===== src/rtl/delay_scheduler.sv =====
// ---------------------------------------------------------------------------
// delay_scheduler
//
// Shares one 32-bit Delay unit between G_NREQ requesters. One request is
// accepted at a time with round-robin priority. The scheduler drives the
// request into the delay unit and waits for the delayed word. It then returns
// that word to the requester that issued it. A watchdog abandons the
// transaction if the delay unit never answers.
//
// Ports
//   clk                    rising-edge clock
//   rst                    asynchronous, active-high reset
//   req_valid / req_ready  per-requester request handshake (ready is one-hot)
//   req_data               requester i occupies bits [32i+31:32i]
//   resp_valid / resp_ready per-requester response handshake (valid one-hot)
//   resp_data              shared response word, valid while any resp_valid
//   dly_data_in(_valid)    drive the shared Delay instance
//   dly_delayed_data(_valid) result coming back from the Delay instance
//   busy                   high whenever the FSM is not idle
//   owner                  current or most recently granted requester
//   timeout_err            one-cycle pulse when a transaction is aborted
// ---------------------------------------------------------------------------
module delay_scheduler #(
    parameter int G_NREQ    = 4,
    parameter int G_TIMEOUT = 16
) (
    input  logic                      clk,
    input  logic                      rst,
    input  logic [G_NREQ-1:0]         req_valid,
    output logic [G_NREQ-1:0]         req_ready,
    input  logic [32*G_NREQ-1:0]      req_data,
    output logic [G_NREQ-1:0]         resp_valid,
    input  logic [G_NREQ-1:0]         resp_ready,
    output logic [31:0]               resp_data,
    output logic [31:0]               dly_data_in,
    output logic                      dly_data_in_valid,
    input  logic [31:0]               dly_delayed_data,
    input  logic                      dly_delayed_data_valid,
    output logic                      busy,
    output logic [$clog2(G_NREQ)-1:0] owner,
    output logic                      timeout_err
);

    localparam int IDX_W = $clog2(G_NREQ);
    localparam int CNT_W = $clog2(G_TIMEOUT + 1);
    localparam logic [G_NREQ-1:0] ONE_HOT_LSB = {{(G_NREQ-1){1'b0}}, 1'b1};

    typedef enum logic [1:0] {
        ST_IDLE  = 2'd0,
        ST_ISSUE = 2'd1,
        ST_WAIT  = 2'd2,
        ST_RESP  = 2'd3
    } state_t;

    state_t              state_r;
    state_t              state_next_s;
    logic [31:0]         data_q_r;
    logic [31:0]         resp_q_r;
    logic [IDX_W-1:0]    owner_r;
    logic [IDX_W-1:0]    last_r;
    logic [CNT_W-1:0]    wait_cnt_r;
    logic                timeout_err_r;

    logic                grant_found_s;
    logic [IDX_W-1:0]    grant_idx_s;
    logic [31:0]         grant_data_s;
    logic                accept_s;
    logic                capture_s;
    logic                timeout_s;
    logic                release_s;
    logic [G_NREQ-1:0]   req_ready_s;
    logic [G_NREQ-1:0]   resp_valid_s;
    logic                dly_data_in_valid_s;

    // Round-robin search: first valid requester starting just after last_r.
    always_comb begin
        logic [31:0] cand_v;
        grant_found_s = 1'b0;
        grant_idx_s   = '0;
        cand_v        = 32'd0;
        for (int k = 1; k <= G_NREQ; k++) begin
            cand_v = (32'(last_r) + 32'(k)) % 32'(G_NREQ);
            if (!grant_found_s && req_valid[cand_v[IDX_W-1:0]]) begin
                grant_found_s = 1'b1;
                grant_idx_s   = cand_v[IDX_W-1:0];
            end else begin
                grant_found_s = grant_found_s;
            end
        end
    end

    assign grant_data_s = req_data[{grant_idx_s, 5'b00000} +: 32];

    // Next-state and per-state strobes of the transaction FSM.
    always_comb begin
        state_next_s        = state_r;
        accept_s            = 1'b0;
        capture_s           = 1'b0;
        timeout_s           = 1'b0;
        release_s           = 1'b0;
        req_ready_s         = '0;
        resp_valid_s        = '0;
        dly_data_in_valid_s = 1'b0;
        case (state_r)
            ST_IDLE: begin
                // Reset also masks the combinational grant so every output reads 0.
                if (grant_found_s && !rst) begin
                    accept_s     = 1'b1;
                    req_ready_s  = ONE_HOT_LSB << grant_idx_s;
                    state_next_s = ST_ISSUE;
                end else begin
                    state_next_s = ST_IDLE;
                end
            end
            ST_ISSUE: begin
                dly_data_in_valid_s = 1'b1;
                state_next_s        = ST_WAIT;
            end
            ST_WAIT: begin
                // A genuine answer wins over an expiring watchdog in the same cycle.
                if (dly_delayed_data_valid) begin
                    capture_s    = 1'b1;
                    state_next_s = ST_RESP;
                end else if (wait_cnt_r == CNT_W'(G_TIMEOUT - 1)) begin
                    timeout_s    = 1'b1;
                    state_next_s = ST_IDLE;
                end else begin
                    state_next_s = ST_WAIT;
                end
            end
            ST_RESP: begin
                resp_valid_s = ONE_HOT_LSB << owner_r;
                if (resp_ready[owner_r]) begin
                    release_s    = 1'b1;
                    state_next_s = ST_IDLE;
                end else begin
                    state_next_s = ST_RESP;
                end
            end
            default: begin
                state_next_s = ST_IDLE;
            end
        endcase
    end

    // FSM state register.
    always_ff @(posedge clk or posedge rst) begin
        if (rst) begin
            state_r <= ST_IDLE;
        end else begin
            state_r <= state_next_s;
        end
    end

    // Datapath: request/response words, ownership, priority pointer, watchdog.
    always_ff @(posedge clk or posedge rst) begin
        if (rst) begin
            data_q_r      <= 32'd0;
            resp_q_r      <= 32'd0;
            owner_r       <= '0;
            last_r        <= IDX_W'(G_NREQ - 1);
            wait_cnt_r    <= '0;
            timeout_err_r <= 1'b0;
        end else begin
            if (accept_s) begin
                data_q_r <= grant_data_s;
                owner_r  <= grant_idx_s;
            end
            if (state_r == ST_ISSUE) begin
                wait_cnt_r <= '0;
            end else if (state_r == ST_WAIT) begin
                wait_cnt_r <= wait_cnt_r + CNT_W'(1);
            end
            if (capture_s) begin
                resp_q_r <= dly_delayed_data;
            end
            if (timeout_s || release_s) begin
                last_r <= owner_r;
            end
            timeout_err_r <= timeout_s;
        end
    end

    assign req_ready         = req_ready_s;
    assign resp_valid        = resp_valid_s;
    assign resp_data         = resp_q_r;
    assign dly_data_in       = data_q_r;
    assign dly_data_in_valid = dly_data_in_valid_s;
    assign busy              = (state_r != ST_IDLE);
    assign owner             = owner_r;
    assign timeout_err       = timeout_err_r;

endmodule

===== config.mk =====
export PLATFORM = sky130hd
export DESIGN_NAME = delay_scheduler
export DESIGN_NICKNAME = d
export VERILOG_FILES = /design/src/rtl/delay_scheduler.sv
export SDC_FILE = /design/constraint.sdc
export NUM_CORES = 1
export LEC_CHECK = 0
export BUFFER_PORTS_ARGS = -buffer_cell sky130_fd_sc_hd__buf_2
export CAP_MARGIN = 20
export CORE_ASPECT_RATIO = 0.8
export CORE_MARGIN = 4
export CORE_UTILIZATION = 44
export CTS_CLUSTER_DIAMETER = 30
export DETAILED_ROUTE_END_ITERATION = 8
export PLACE_DENSITY = 0.81
export SKIP_CTS_REPAIR_TIMING = 1
export SLEW_MARGIN = 20
export SYNTH_ARGS = -nofsm -noshare
export SYNTH_HDL_FRONTEND = slang
export SYNTH_SLANG_ARGS = --single-unit

===== constraint.sdc =====
create_clock -name clk -period 2.55 [get_ports clk]
set_input_delay 0.3825 -clock clk [delete_from_list [all_inputs] [get_ports clk]]
set_output_delay 0.3825 -clock clk [all_outputs]
set_load 0.02 [all_outputs]

-- Word-level counts from Yosys, hierarchy flattened
Index checks and enable logic that the tools add are counted.
- shifts and indexed selects: 3
- reduce and logical (&&, ||, !) cells: 12
- eq/ne operators: 4
- $add $sub $neg: 5
- mux-type cells: 38
- magnitude comparators: 5
- operators by type and width (kind ; number):
    $shiftx A128 B8 Y32 ; 1
    $mux W1 ; 20
    $lt A2 B3 Y1 const B ; 5
    $mux W2 ; 7
    $mux W4 ; 3
    $bmux W1 S2 ; 5
    $mux W5 ; 2
    $pmux W2 S4 ; 1
    $shl A1 B2 Y4 const A ; 2
    $add A5 B1 Y5 const B ; 1
    $eq A5 B4 Y1 const B ; 1
    $add A2 B1 Y2 const B ; 2
    $add A2 B2 Y2 const B ; 2
    $eq A2 B2 Y1 const B ; 2
    $logic_and A1 B1 Y1 ; 4
    $logic_not A1 Y1 ; 4
    $reduce_bool A2 Y1 ; 2
    $eq A2 B1 Y1 const B ; 1
    $logic_not A2 Y1 ; 1
    $logic_or A1 B1 Y1 ; 1
- word-level logic and storage cells: 74
- input bits: 171
- bits in registers: 76

-- Logic depth before layout (Yosys ltp)
Gate-level depths: netlist of the first run.
- depth in word-level cells: 16
- depth in mapped cells: 8
- depth with buffers taken out: 7

-- Worst setup path after synthesis of the first run
No wires, ideal clock.
- path kind: reg2out
- start: register state_r[1]
- end: output req_ready[2]
- data arrival time: 2.011 ns
- buffers on the path: 2
- stages on the path, launching flop included: 8
- slack: 0.157 ns
- cells stage by stage: dfrtp_1 -> inv_1 -> ha_1 -> nand2b_1 -> or2_1 -> buf_4 -> buf_2 -> nor4_1
- word-level cells in the longest chain between the ends: 2
- RTL lines (what ; line ; RTL):
    from (decl) ; 55 ; state_t state_r;
    from (signal assigned) ; 151 ; state_r <= state_next_s;
    $logic_not A2 Y1 ; 104 ; case (state_r)
    $mux W4 ; 104 ;
    to (decl) ; 30 ; output logic [G_NREQ-1:0] req_ready,
No other way between the ends.

-- Worst setup path after layout of the first run
- start: register state_r[0]
- end: output req_ready[0]
Same word-level chain as after synthesis.

==> results of run 1 <==
-- power breakdown --
part | internal (uW) | switching, uW
logic | 1300 | 2070
clock network | 791 | 514
registers | 1820 | 371
total | 3910 | 2960
-- cell usage in the layout, fill, tap and decap left out, types with 2 or more instances in the layout --
cell                         synthesis  layout
sky130_fd_sc_hd__buf_2              17     246
sky130_fd_sc_hd__dfrtp_1            74      74
sky130_fd_sc_hd__o21ai_0            41      41
sky130_fd_sc_hd__nor2_1             41      40
sky130_fd_sc_hd__mux2_2             35      35
sky130_fd_sc_hd__nand3_1            34      34
sky130_fd_sc_hd__a31oi_1            33      33
sky130_fd_sc_hd__and2_1             32      32
sky130_fd_sc_hd__a221oi_1           32      32
sky130_fd_sc_hd__buf_4               1      12
sky130_fd_sc_hd__clkbuf_16           0       9
sky130_fd_sc_hd__nand2_1             8       8
sky130_fd_sc_hd__inv_1               8       6
sky130_fd_sc_hd__nor2b_1             5       5
sky130_fd_sc_hd__nand2b_1            5       5
sky130_fd_sc_hd__ha_1                6       5
sky130_fd_sc_hd__a21oi_1             4       4
sky130_fd_sc_hd__or3_1               3       3
sky130_fd_sc_hd__o311ai_4            1       2
sky130_fd_sc_hd__inv_2               1       2
sky130_fd_sc_hd__nor4_2              1       2
sky130_fd_sc_hd__and3_1              2       2
sky130_fd_sc_hd__o31ai_1             2       2
sky130_fd_sc_hd__clkinv_4            0       2
sky130_fd_sc_hd__clkinvlp_4          0       2
sky130_fd_sc_hd__dfstp_2             2       2
-- routing by layer --
metal	share of wire (%)	GRT usage, %	vias up
li1	-	-	2014
met1	38	30.7	2056
met3	8.4	5.83	25
met2	52	42.9	224
met5	0	0	-
met4	1.8	7.34	0
-- sequential cells by signal (all words and copies together) (netlist names) --
signal and count:
timeout_err 1, dly_data_in 32, state_r 2, owner 2, wait_cnt_r 5, resp_data 32
last_r 2
-- layout make-up --
cell class | instances | area (sq um)
Clock buffer | 10 | 239
Clock inverter | 6 | 71.3
Fill cell | 770 | 3280
Inverter | 9 | 35.0
Multi-Input combinational cell | 299 | 2060
Sequential cell | 76 | 1900
Tap cell | 115 | 144
Timing Repair Buffer | 259 | 1340
-- worst max-delay path, stage by stage (launching register included) --
cell                       delay [ns]
sky130_fd_sc_hd__dfrtp_1         0.41
sky130_fd_sc_hd__inv_1           0.11
sky130_fd_sc_hd__ha_2            0.19
sky130_fd_sc_hd__nand2b_1        0.12
sky130_fd_sc_hd__or2_1           0.29
sky130_fd_sc_hd__buf_4           0.22
sky130_fd_sc_hd__nor2_1          0.13
sky130_fd_sc_hd__buf_2           0.19
-- path summary, 6_finish.rpt --
path | endpoint | slack [ns] | cells past startpoint
setup / recovery | req_ready[0] | 0.17 | 7
hold / removal | dly_data_in[25] | 0.11 | 2
setup reg to reg | dly_data_in[23] | 0.63 | 5
hold reg to reg | wait_cnt_r[3] | 0.48 | 1
max in group asynchronous | last_r[1] | 1.77 | 3
min in group clk | resp_data[1] | 0.28 | 2
-- stage by stage --
stage	power [uW]	cell area, sq um	utilization [%]
global route	7310	5800	63.9
global placement	5440	5470	60.3
detailed placement	5580	5470	60.3
finish	6870	5800	63.9
floorplan	4370	4120	-
CTS	6900	5780	63.7
-- cell families after synthesis --
kind of cell	Yosys count	synth area share, %
AOI/OAI and AO/OA	118	19.6
adders and majority gates	6	1.82
buffers and inverters	43	4.56
DFF	76	46.2
muxes	37	10.4
and+or+nand+nor	138	17.4
==> impl_metrics.csv, run 1 <==
group,metric,value,unit
status,status,"finished clean",
timing,max_fclk,421,MHz
timing,skew,0.00482,ns
floorplan,placement_rows,31,
grt,number_of_antenna_violations_at_the_first_check_in_global_routing,0,
power,total_leakage_power,0.00274,uW
flow_run,max_cap_viol_count,0,
placed_design,place.detailed.hpwl,10700,um
final_layout,design.final.nets,831,
worst_setup_path,critical_path_arrival,1.99,ns
clocking,cts_tree,"built",
logic_synthesis,yosys.area.top_type,"sky130_fd_sc_hd__dfrtp_1",
logic_synthesis,synth_area_per_cell,9.85,sq um
worst_setup_path,timing.critical_path.from,"state_r[0]",
floorplan,initial_utilization,45.4,%
timing,finalSetupViolCount,0,
timing,setup_slack,0.173,ns
logic_synthesis,mappedNetlistNets,595,
worst_setup_path,setup.worst_path.end_class,"output port",
logic_synthesis,synth_enable_flop_cells,0,
logic_synthesis,async_flop_share,100,%
drt,avgRoutedWirePerCell,18.3,um
floorplan,design.die.area,0.0110,sq mm
placed_design,place.detailed.instances,758,
worst_setup_path,crit_required,2.17,ns
final_layout,syn_to_final_growth,40.7,%
final_layout,diode_insertion_count_for_antenna_repair,0,
clocking,h-tree-depth,3,
drt,drc,0,
logic_synthesis,post_synth_most_frequent_cells,"74 x sky130_fd_sc_hd__dfrtp_1, 41 x sky130_fd_sc_hd__nor2_1, 41 x sky130_fd_sc_hd__o21ai_0, 35 x sky130_fd_sc_hd__mux2_2, 34 x sky130_fd_sc_hd__nand3_1",
grt,grtUsageTotal,24.7,%
grt,wire_length_of_the_first_global_routing_pass,21100,um
logic_synthesis,synth_cells,418,
timing,finalHoldViolations,0,
final_layout,stdcell_count,774,
clocking,cts_max_path_buffers,2,
min_path,min-delay-path-class,"input pin to asynchronous set/reset pin",
logic_synthesis,ys.warnings.count,0,
worst_setup_path,start_kind,"register",
clocking,clk_pin_slew,0.06,ns
drt,num_vias,4319,
placed_design,gp_congestion,0.894,
logic_synthesis,synth_largest_type_area_fraction,45.0,%
timing,grt_setup_unrepaired,"no",
logic_synthesis,synth.area.top_cells,"sky130_fd_sc_hd__dfrtp_1 45%, sky130_fd_sc_hd__mux2_2 9.6%, sky130_fd_sc_hd__a221oi_1 6.8%",
grt,global_route.overflow_total,0,
timing,final.period_utilization,93.2,%
logic_synthesis,yosysSeqAreaShare,46.2,%
timing,fin_crit,2.38,ns
final_layout,post_route_cells_drive_above_1_share,49.5,%
placed_design,dp_slack,0.400,ns
timing,transition_time_at_the_pin_with_the_least_slew_margin,0.595,ns
drt,drt-total-wl,14200,um
logic_synthesis,synth_area,0.00412,sq mm
floorplan,ios,248,
floorplan,die_w,116,um
drt,antenna_left,0,
clocking,total_cts_buffers,9,
floorplan,dieHeight,94.5,um
grt,grt_max_degree,47,
drt,vias_per_cell,5.58,
timing,slew_viol_final,0,
timing,max_slew_margin,60.3,%
timing,setup_tns,0,ns
placed_design,port-buffer-count,247,
logic_synthesis,ys_seq_elements,76,
drt,drtPass1Iterations,5,
power,power.density,1190,mW/mm^2
drt,initial_drt_markers,371,
worst_setup_path,worst_r2r_startpoint,"last_r[1]",
timing,timing.hold.ws,0.108,ns
logic_synthesis,ys.flop_type,"sky130_fd_sc_hd__dfrtp_1",
worst_setup_path,worst-path-max-fanout,18,
logic_synthesis,yosys.cell_count.top_type,"sky130_fd_sc_hd__dfrtp_1",
clocking,ctsRootBufferMaster,"sky130_fd_sc_hd__clkbuf_16",
worst_setup_path,path_class,"register to output port",
power,vdd_drop_max,698,uV
logic_synthesis,yosysUniqueCellTypes,40,
clocking,clock_sink_count,76,
floorplan,floorplan.core_area,0.00908,sq mm
grt,grt_pass1_vias,4163,
clocking,clock_latency,0.33,ns
(Power assumes the default switching activity.)
==> run 2, diff against run 1 <==
--- a/config.mk
+++ b/config.mk
@@ -5,14 +5,15 @@
 export SDC_FILE = /design/constraint.sdc
 export NUM_CORES = 1
 export LEC_CHECK = 0
+export ABC_AREA = 1
 export BUFFER_PORTS_ARGS = -buffer_cell sky130_fd_sc_hd__buf_2
 export CAP_MARGIN = 20
 export CORE_ASPECT_RATIO = 0.8
 export CORE_MARGIN = 4
-export CORE_UTILIZATION = 44
+export CORE_UTILIZATION = 46
 export CTS_CLUSTER_DIAMETER = 30
 export DETAILED_ROUTE_END_ITERATION = 8
-export PLACE_DENSITY = 0.81
+export PLACE_DENSITY = 0.82
 export SKIP_CTS_REPAIR_TIMING = 1
 export SLEW_MARGIN = 20
 export SYNTH_ARGS = -nofsm -noshare
==> run 2 against run 1 <==
  * The run now ends with setup timing left
  * Clock skew rose by 0.0050 ns
  * Flip-flop and latch count did not move
  * Hold slack improved by 0.17 ns
  * Non-clock buffer count rose by 12
  * Area after synthesis rose by 12%
  * Critical path type unchanged
  * Largest power group unchanged
==> impl_metrics.csv, run 2 <==
group,metric,value,unit
status,status,"complete, but fails checks",
status,failed_checks,"setup timing",
timing,transition_time_at_the_pin_with_the_least_slew_margin,0.957,ns
worst_setup_path,timing.reg2reg.setup_slack,0.16,ns
final_layout,syn_to_final_growth,40.6,%
drt,num_vias,5120,
worst_setup_path,cpLargestDelayFamily,"simple AND/OR/NAND/NOR gates",
min_path,min-delay-path-class,"input pin to register",
timing,fin_crit,2.61,ns
final_layout,utilization,66.7,%
timing,finalSetupViolCount,4,
logic_synthesis,synth.area.top_cells,"sky130_fd_sc_hd__dfrtp_1 40%, sky130_fd_sc_hd__nand2_1 30%, sky130_fd_sc_hd__mux2_2 7.8%",
power,fin_total_pwr,10600,uW
floorplan,dieHeight,97.6,um
worst_setup_path,setup.worst_path.end_class,"output port",
logic_synthesis,synth_cells,654,
power,vdd_drop_max,933,uV
worst_setup_path,crit_path_cell_trace,"buf_6, nand2_2, nand2_2, nand2_2, nand2_2, inv_2, nand2_1, o21ai_1, inv_1, nand2_4, buf_6, nor3_4, buf_6",
timing,grt_setup_unrepaired,"yes",
timing,final.period_utilization,102,%
final_layout,multi_input_logic_area,0.00253,sq mm
grt,grt.met2_usage,41.4,%
drt,avgRoutedWirePerCell,14.4,um
power,total_leakage_power,0.00384,uW
timing,max_fclk,384,MHz
floorplan,design.die.area,0.0117,sq mm
final_layout,design.final.nets,1075,
drt,vias_per_cell,4.93,
placed_design,dp_slack,0.168,ns
floorplan,floorplan.core_area,0.00973,sq mm
logic_synthesis,synth_enable_flop_cells,0,
floorplan,ios,248,
grt,grtUsageTotal,24.2,%
placed_design,gp_congestion,0.865,
logic_synthesis,post_synth_most_frequent_cells,"368 x sky130_fd_sc_hd__nand2_1, 74 x sky130_fd_sc_hd__dfrtp_1, 68 x sky130_fd_sc_hd__nand3_1, 32 x sky130_fd_sc_hd__mux2_2, 22 x sky130_fd_sc_hd__buf_2",
floorplan,placement_rows,32,
floorplan,die_w,120,um
logic_synthesis,synth_area_per_cell,7.06,sq um
clocking,clk_pin_slew,0.06,ns
worst_setup_path,crit_required,2.17,ns
power,power.density,1630,mW/mm^2
drt,drt-total-wl,15000,um
placed_design,port-buffer-count,247,
flow_run,max_cap_viol_count,0,
clocking,clock_sink_count,76,
drt,antenna_left,0,
worst_setup_path,critPathMostFrequentCell,"sky130_fd_sc_hd__nand2_2",
worst_setup_path,rr_worst_depth,16,
logic_synthesis,mappedNetlistNets,831,
placed_design,place.detailed.hpwl,10300,um
grt,grt.met3_usage,6.52,%
floorplan,initial_utilization,47.4,%
grt,global_route.overflow_total,0,
worst_setup_path,crit_cells,13,
logic_synthesis,ys_seq_elements,76,
clocking,cts_max_path_buffers,2,
grt,grt-busiest-layer,"met2",
grt,grt_max_degree,77,
drt,drtPass1Iterations,4,
logic_synthesis,yosysSeqAreaShare,41.3,%
worst_setup_path,start_kind,"register",
final_layout,commonest_cells_after_routing_fill_and_taps_aside,"346 x sky130_fd_sc_hd__nand2_1, 243 x sky130_fd_sc_hd__buf_2, 74 x sky130_fd_sc_hd__dfrtp_1, 67 x sky130_fd_sc_hd__nand3_1, 32 x sky130_fd_sc_hd__mux2_2",
timing,skew,0.00986,ns
timing,slew_viol_final,0,
worst_setup_path,path_class,"register to output port",
grt,number_of_antenna_violations_at_the_first_check_in_global_routing,0,
worst_setup_path,max_stage_delay_cell_worst_path,"sky130_fd_sc_hd__dfstp_2",
final_layout,diode_insertion_count_for_antenna_repair,0,
timing,setup_slack,-0.0568,ns
timing,timing.hold.ws,0.281,ns
final_layout,post_route_cells_drive_above_1_share,40.2,%
timing,setup_tns,-0.133,ns
logic_synthesis,ys.flop_type,"sky130_fd_sc_hd__dfrtp_1",
logic_synthesis,yosys.area.top_type,"sky130_fd_sc_hd__dfrtp_1",
clocking,clock_latency,0.33,ns
grt,wire_length_of_the_first_global_routing_pass,23200,um
worst_setup_path,crit_end,"req_ready[1]",
grt,grt.met1_usage,30.3,%
logic_synthesis,synth_largest_type_area_fraction,40.1,%
grt,grt_pass1_vias,4831,
logic_synthesis,async_flop_share,100,%
clocking,h-tree-depth,3,
worst_setup_path,worst_r2r_startpoint,"last_r[0]",
timing,finalHoldViolations,0,
logic_synthesis,synth_area,0.00462,sq mm
drt,initial_drt_markers,323,
worst_setup_path,crit_path_max_incr_delay,0.59,ns
final_layout,seqCellArea,0.00190,sq mm
logic_synthesis,ys.warnings.count,0,
clocking,cts_tree,"built",
logic_synthesis,yosys.cell_count.top_type,"sky130_fd_sc_hd__nand2_1",
worst_setup_path,critical_path_arrival,2.22,ns
worst_setup_path,r2r_end,"dly_data_in[11]",
timing,max_slew_margin,36.2,%
drt,drc,0,
worst_setup_path,worst-path-max-fanout,5,
final_layout,layout.cells.most_common,"sky130_fd_sc_hd__nand2_1",
logic_synthesis,yosysUniqueCellTypes,30,
final_layout,filler_cells_inserted,869,
clocking,ctsRootBufferMaster,"sky130_fd_sc_hd__clkbuf_16",
clocking,total_cts_buffers,9,
worst_setup_path,timing.critical_path.from,"last_r[0]",
worst_setup_path,path_buf_inv,5,
[run 2: cell type report]
type                    count  area share, %
well taps                 136           2.62
flip-flops and latches     76           29.4
repair buffers            271           23.0
clock buffers               9           3.47
multi-input cells         517           39.0
inverters                  23           1.47
clock inverters             6           1.02
[run 2: report_power, final]
part | internal (uW) | total, uW | switching (uW) | leakage (uW)
clock network | 752 | 1260 | 504 | 0.000134
registers | 1800 | 2120 | 320 | 0.000933
logic | 2600 | 7220 | 4630 | 0.00278
total | 5140 | 10600 | 5450 | 0.00384
[run 2: cell families (layout without fill, tap and decap cells)]
group                      count (synthesis)  count (layout)  share of synthesized area (%)
AOI/OAI and AO/OA                         18              18                           2.11
adders and majority gates                  6               6                           1.63
buffers and inverters                     61             309                           6.78
DFF                                       76              76                           41.3
muxes                                     33              33                           8.02
and+or+nand+nor                          460             460                           40.2
[run 2: worst min path at each step]
stage	end	startpoint	depth (start not counted)
2_1_floorplan	wait_cnt_r[0]	wait_cnt_r[0]	1
3_3_place_gp	dly_data_in[9]	dly_data_in[9]	2
3_5_place_dp	dly_data_in[25]	dly_data_in[25]	2
4_1_cts	resp_data[11]	dly_delayed_data[11]	2
5_1_grt	resp_data[11]	dly_delayed_data[11]	2
6_report	resp_data[14]	dly_delayed_data[14]	2
[run 2: routing by layer]
layer / up-vias / share of wire, %
li1: 2542 / -
met1: 2334 / 40
met2: 217 / 50
met3: 27 / 8.1
met4: 0 / 2.1
met5: - / 0
[run 2: worst reg2reg max path: cells and delay by family, from the launching register on]
family                 cells  cell delay [ns]
and+or+nand+nor           12             1.09
buffers and inverters      3             0.47
DFF                        1             0.59
AOI/OAI and AO/OA          1             0.19
[run 2: through the flow]
stage,instance area (sq um),instances
after CTS,6230,1024
after floorplan,4640,654
after global routing,6490,1038
after global placement,5940,1009
final,6490,1038
after detailed placement,5940,1009
==> run 3, diff against run 2 <==
--- a/config.mk
+++ b/config.mk
@@ -8,13 +8,16 @@
 export ABC_AREA = 1
 export BUFFER_PORTS_ARGS = -buffer_cell sky130_fd_sc_hd__buf_2
 export CAP_MARGIN = 20
+export CELL_PAD_IN_SITES_DETAIL_PLACEMENT = 1
+export CELL_PAD_IN_SITES_GLOBAL_PLACEMENT = 2
 export CORE_ASPECT_RATIO = 0.8
 export CORE_MARGIN = 4
-export CORE_UTILIZATION = 46
+export CORE_UTILIZATION = 23
 export CTS_CLUSTER_DIAMETER = 30
 export DETAILED_ROUTE_END_ITERATION = 8
-export PLACE_DENSITY = 0.82
+export PLACE_DENSITY_LB_ADDON = 0.1
 export SKIP_CTS_REPAIR_TIMING = 1
+export SKIP_LAST_GASP = 1
 export SLEW_MARGIN = 20
 export SYNTH_ARGS = -nofsm -noshare
 export SYNTH_HDL_FRONTEND = slang
==> run 3 against run 2 <==
  * The run still ends with setup timing left
  * Sequential power hardly changed
  * Clock power increased by 5%
  * Total power up 4.6%
  * Flip-flop and latch count unchanged
  * Register-to-register slack about the same
  * First-iteration DRC count shrank 53%
  * Cell area rose by 3.0%
  * Clock skew is essentially flat
  * Largest cell class unchanged
  * Non-clock buffer count is 2 higher
  * Die area grew 91%
==> impl_metrics.csv, run 3 (synthesized netlist as in run 2, its figures left out) <==
group,metric,value,unit
status,status,"complete, but fails checks",
status,failed_checks,"setup timing",
drt,drtPass1Iterations,4,
final_layout,utilization,33.7,%
drt,vias_per_cell,4.40,
grt,grtUsageTotal,16.1,%
timing,max_slew_margin,50.6,%
grt,grt_max_degree,77,
floorplan,initial_utilization,23.3,%
final_layout,commonest_cells_after_routing_fill_and_taps_aside,"348 x sky130_fd_sc_hd__nand2_1, 243 x sky130_fd_sc_hd__buf_2, 74 x sky130_fd_sc_hd__dfrtp_1, 68 x sky130_fd_sc_hd__nand3_1, 32 x sky130_fd_sc_hd__mux2_2",
placed_design,port-buffer-count,247,
placed_design,place.detailed.instances,1139,
clocking,cts_max_path_buffers,2,
flow_run,max_cap_viol_count,0,
min_path,hold-path-endpoint,"resp_data[10]",
placed_design,place_area,0.00608,sq mm
final_layout,diode_insertion_count_for_antenna_repair,0,
final_layout,layout.cells.most_common,"sky130_fd_sc_hd__nand2_1",
worst_setup_path,r2r_end,"dly_data_in[2]",
min_path,hold_start,"dly_delayed_data[10]",
timing,final.period_utilization,103,%
clocking,clk_pin_slew,0.07,ns
final_layout,design.final.nets,1077,
final_layout,fin_area,0.00668,sq mm
power,switching_share,52.7,%
floorplan,ios,248,
grt,grt_pass1_vias,5643,
worst_setup_path,timing.reg2reg.setup_slack,0.15,ns
min_path,hold_path_depth,2,
timing,skew,0.00958,ns
final_layout,syn_to_final_growth,44.7,%
timing,grt_setup_unrepaired,"yes",
clocking,clock_sink_count,76,
clocking,ctsRootBufferMaster,"sky130_fd_sc_hd__clkbuf_16",
worst_setup_path,rr_worst_depth,17,
worst_setup_path,critical_path_arrival,2.24,ns
timing,setup_slack,-0.0754,ns
power,internal_power,5240,uW
floorplan,design.die.area,0.0224,sq mm
placed_design,gp_congestion,0.850,
power,power.sequential.fraction,19.2,%
drt,antenna_left,0,
placed_design,place.detailed.hpwl,13500,um
floorplan,die_w,166,um
floorplan,placement_rows,46,
worst_setup_path,setup.worst_path.end_class,"output port",
worst_setup_path,crit_required,2.17,ns
floorplan,dieHeight,135,um
grt,number_of_antenna_violations_at_the_first_check_in_global_routing,1,
clocking,total_cts_buffers,9,
timing,finalHoldViolations,0,
timing,timing.hold.ws,0.256,ns
power,vdd_drop_max,779,uV
clocking,cts_tree,"built",
timing,slew_viol_final,0,
final_layout,stdcell_count,1169,
drt,num_vias,5148,
clocking,h-tree-depth,3,
min_path,min-delay-path-class,"input pin to register",
grt,wire_length_of_the_first_global_routing_pass,29200,um
floorplan,floorplan.core_area,0.0198,sq mm
power,total_leakage_power,0.00388,uW
timing,transition_time_at_the_pin_with_the_least_slew_margin,0.741,ns
drt,initial_drt_markers,152,
final_layout,post_route_cells_drive_above_1_share,39.9,%
power,power.density,1660,mW/mm^2
timing,max_fclk,381,MHz
drt,drc,0,
timing,fin_crit,2.63,ns
grt,global_route.overflow_total,0,
power,fin_total_pwr,11100,uW
clocking,clock_latency,0.35,ns
power,netSwitchingPower,5830,uW
drt,avgRoutedWirePerCell,16.1,um
power,comb_power_share,68.9,%
worst_setup_path,start_kind,"register",
worst_setup_path,path_class,"register to output port",
worst_setup_path,worst_r2r_startpoint,"last_r[0]",
timing,finalSetupViolCount,4,
worst_setup_path,worst-path-max-fanout,6,
power,pwr-share-clk,11.9,%
drt,drt-total-wl,18900,um
==> run 3: changes by cell type in the layout (fill, tap and decap cells not counted), sizes merged <==
cell	delta
clkbuf	+3
bufinv	-1
clkinv	-1
clkinvlp	-3
buf	-1
inv	+6
==> run 3: metrics by stage <==
step | TNS [ns] | setup slack, ns
floorplan | 0 | 0.00153
global placement | 0 | 0.300
detailed placement | 0 | 0.154
CTS | -0.787 | -0.231
global route | -0.908 | -0.194
finish | -0.245 | -0.0754
==> run 3: critical path: stages, from the launching register on <==
cell and delay, ns:
sky130_fd_sc_hd__dfstp_2 0.63, sky130_fd_sc_hd__buf_4 0.15, sky130_fd_sc_hd__nand2_1 0.08, sky130_fd_sc_hd__nand2_2 0.09, sky130_fd_sc_hd__nand2_2 0.06, sky130_fd_sc_hd__nand2_2 0.09, sky130_fd_sc_hd__nor2_4 0.05, sky130_fd_sc_hd__nand2_1 0.06
sky130_fd_sc_hd__o21ai_1 0.06, sky130_fd_sc_hd__inv_1 0.09, sky130_fd_sc_hd__nand2_4 0.06, sky130_fd_sc_hd__buf_4 0.15, sky130_fd_sc_hd__nor3_2 0.17, sky130_fd_sc_hd__buf_4 0.16
==> run 3: worst max path at each step <==
stage / startpoint / to / slack, ns / cells past startpoint
6_report: last_r[0] / req_ready[0] / -0.08 / 13
5_1_grt: last_r[0] / req_ready[3] / -0.19 / 14
4_1_cts: last_r[1] / req_ready[3] / -0.23 / 14
3_5_place_dp: last_r[1] / req_ready[3] / 0.15 / 14
3_3_place_gp: last_r[0] / req_ready[3] / 0.30 / 14
2_1_floorplan: rst / req_ready[0] / 0.002 / 7
==> run 3: area by class of cell <==
cell class | instances | area [sq um]
clock inverter | 7 | 73.8
fill | 2522 | 13100
tap | 264 | 330
clock buffer | 9 | 225
timing repair buffer | 273 | 1540
sequential | 76 | 1900
inverter | 23 | 95.1
multi-input combinational | 517 | 2510
==> run 3: power groups by stage <==
stage	sequential [uW]	combinational (uW)	clock (uW)
after global placement	2110	6750	0
final	2120	7640	1320
after floorplan	2710	4400	0
after CTS	2130	6870	1370
after global routing	2210	8680	1410
after detailed placement	2140	6850	0
==> run 3: routing by layer <==
metal,global-route usage (%),wire [um],vias up
met3,4.62,1040,22
met1,19.8,8300,2452
met4,4.04,282,2
met2,27.9,9230,123
met5,0,7,-
li1,-,-,2549
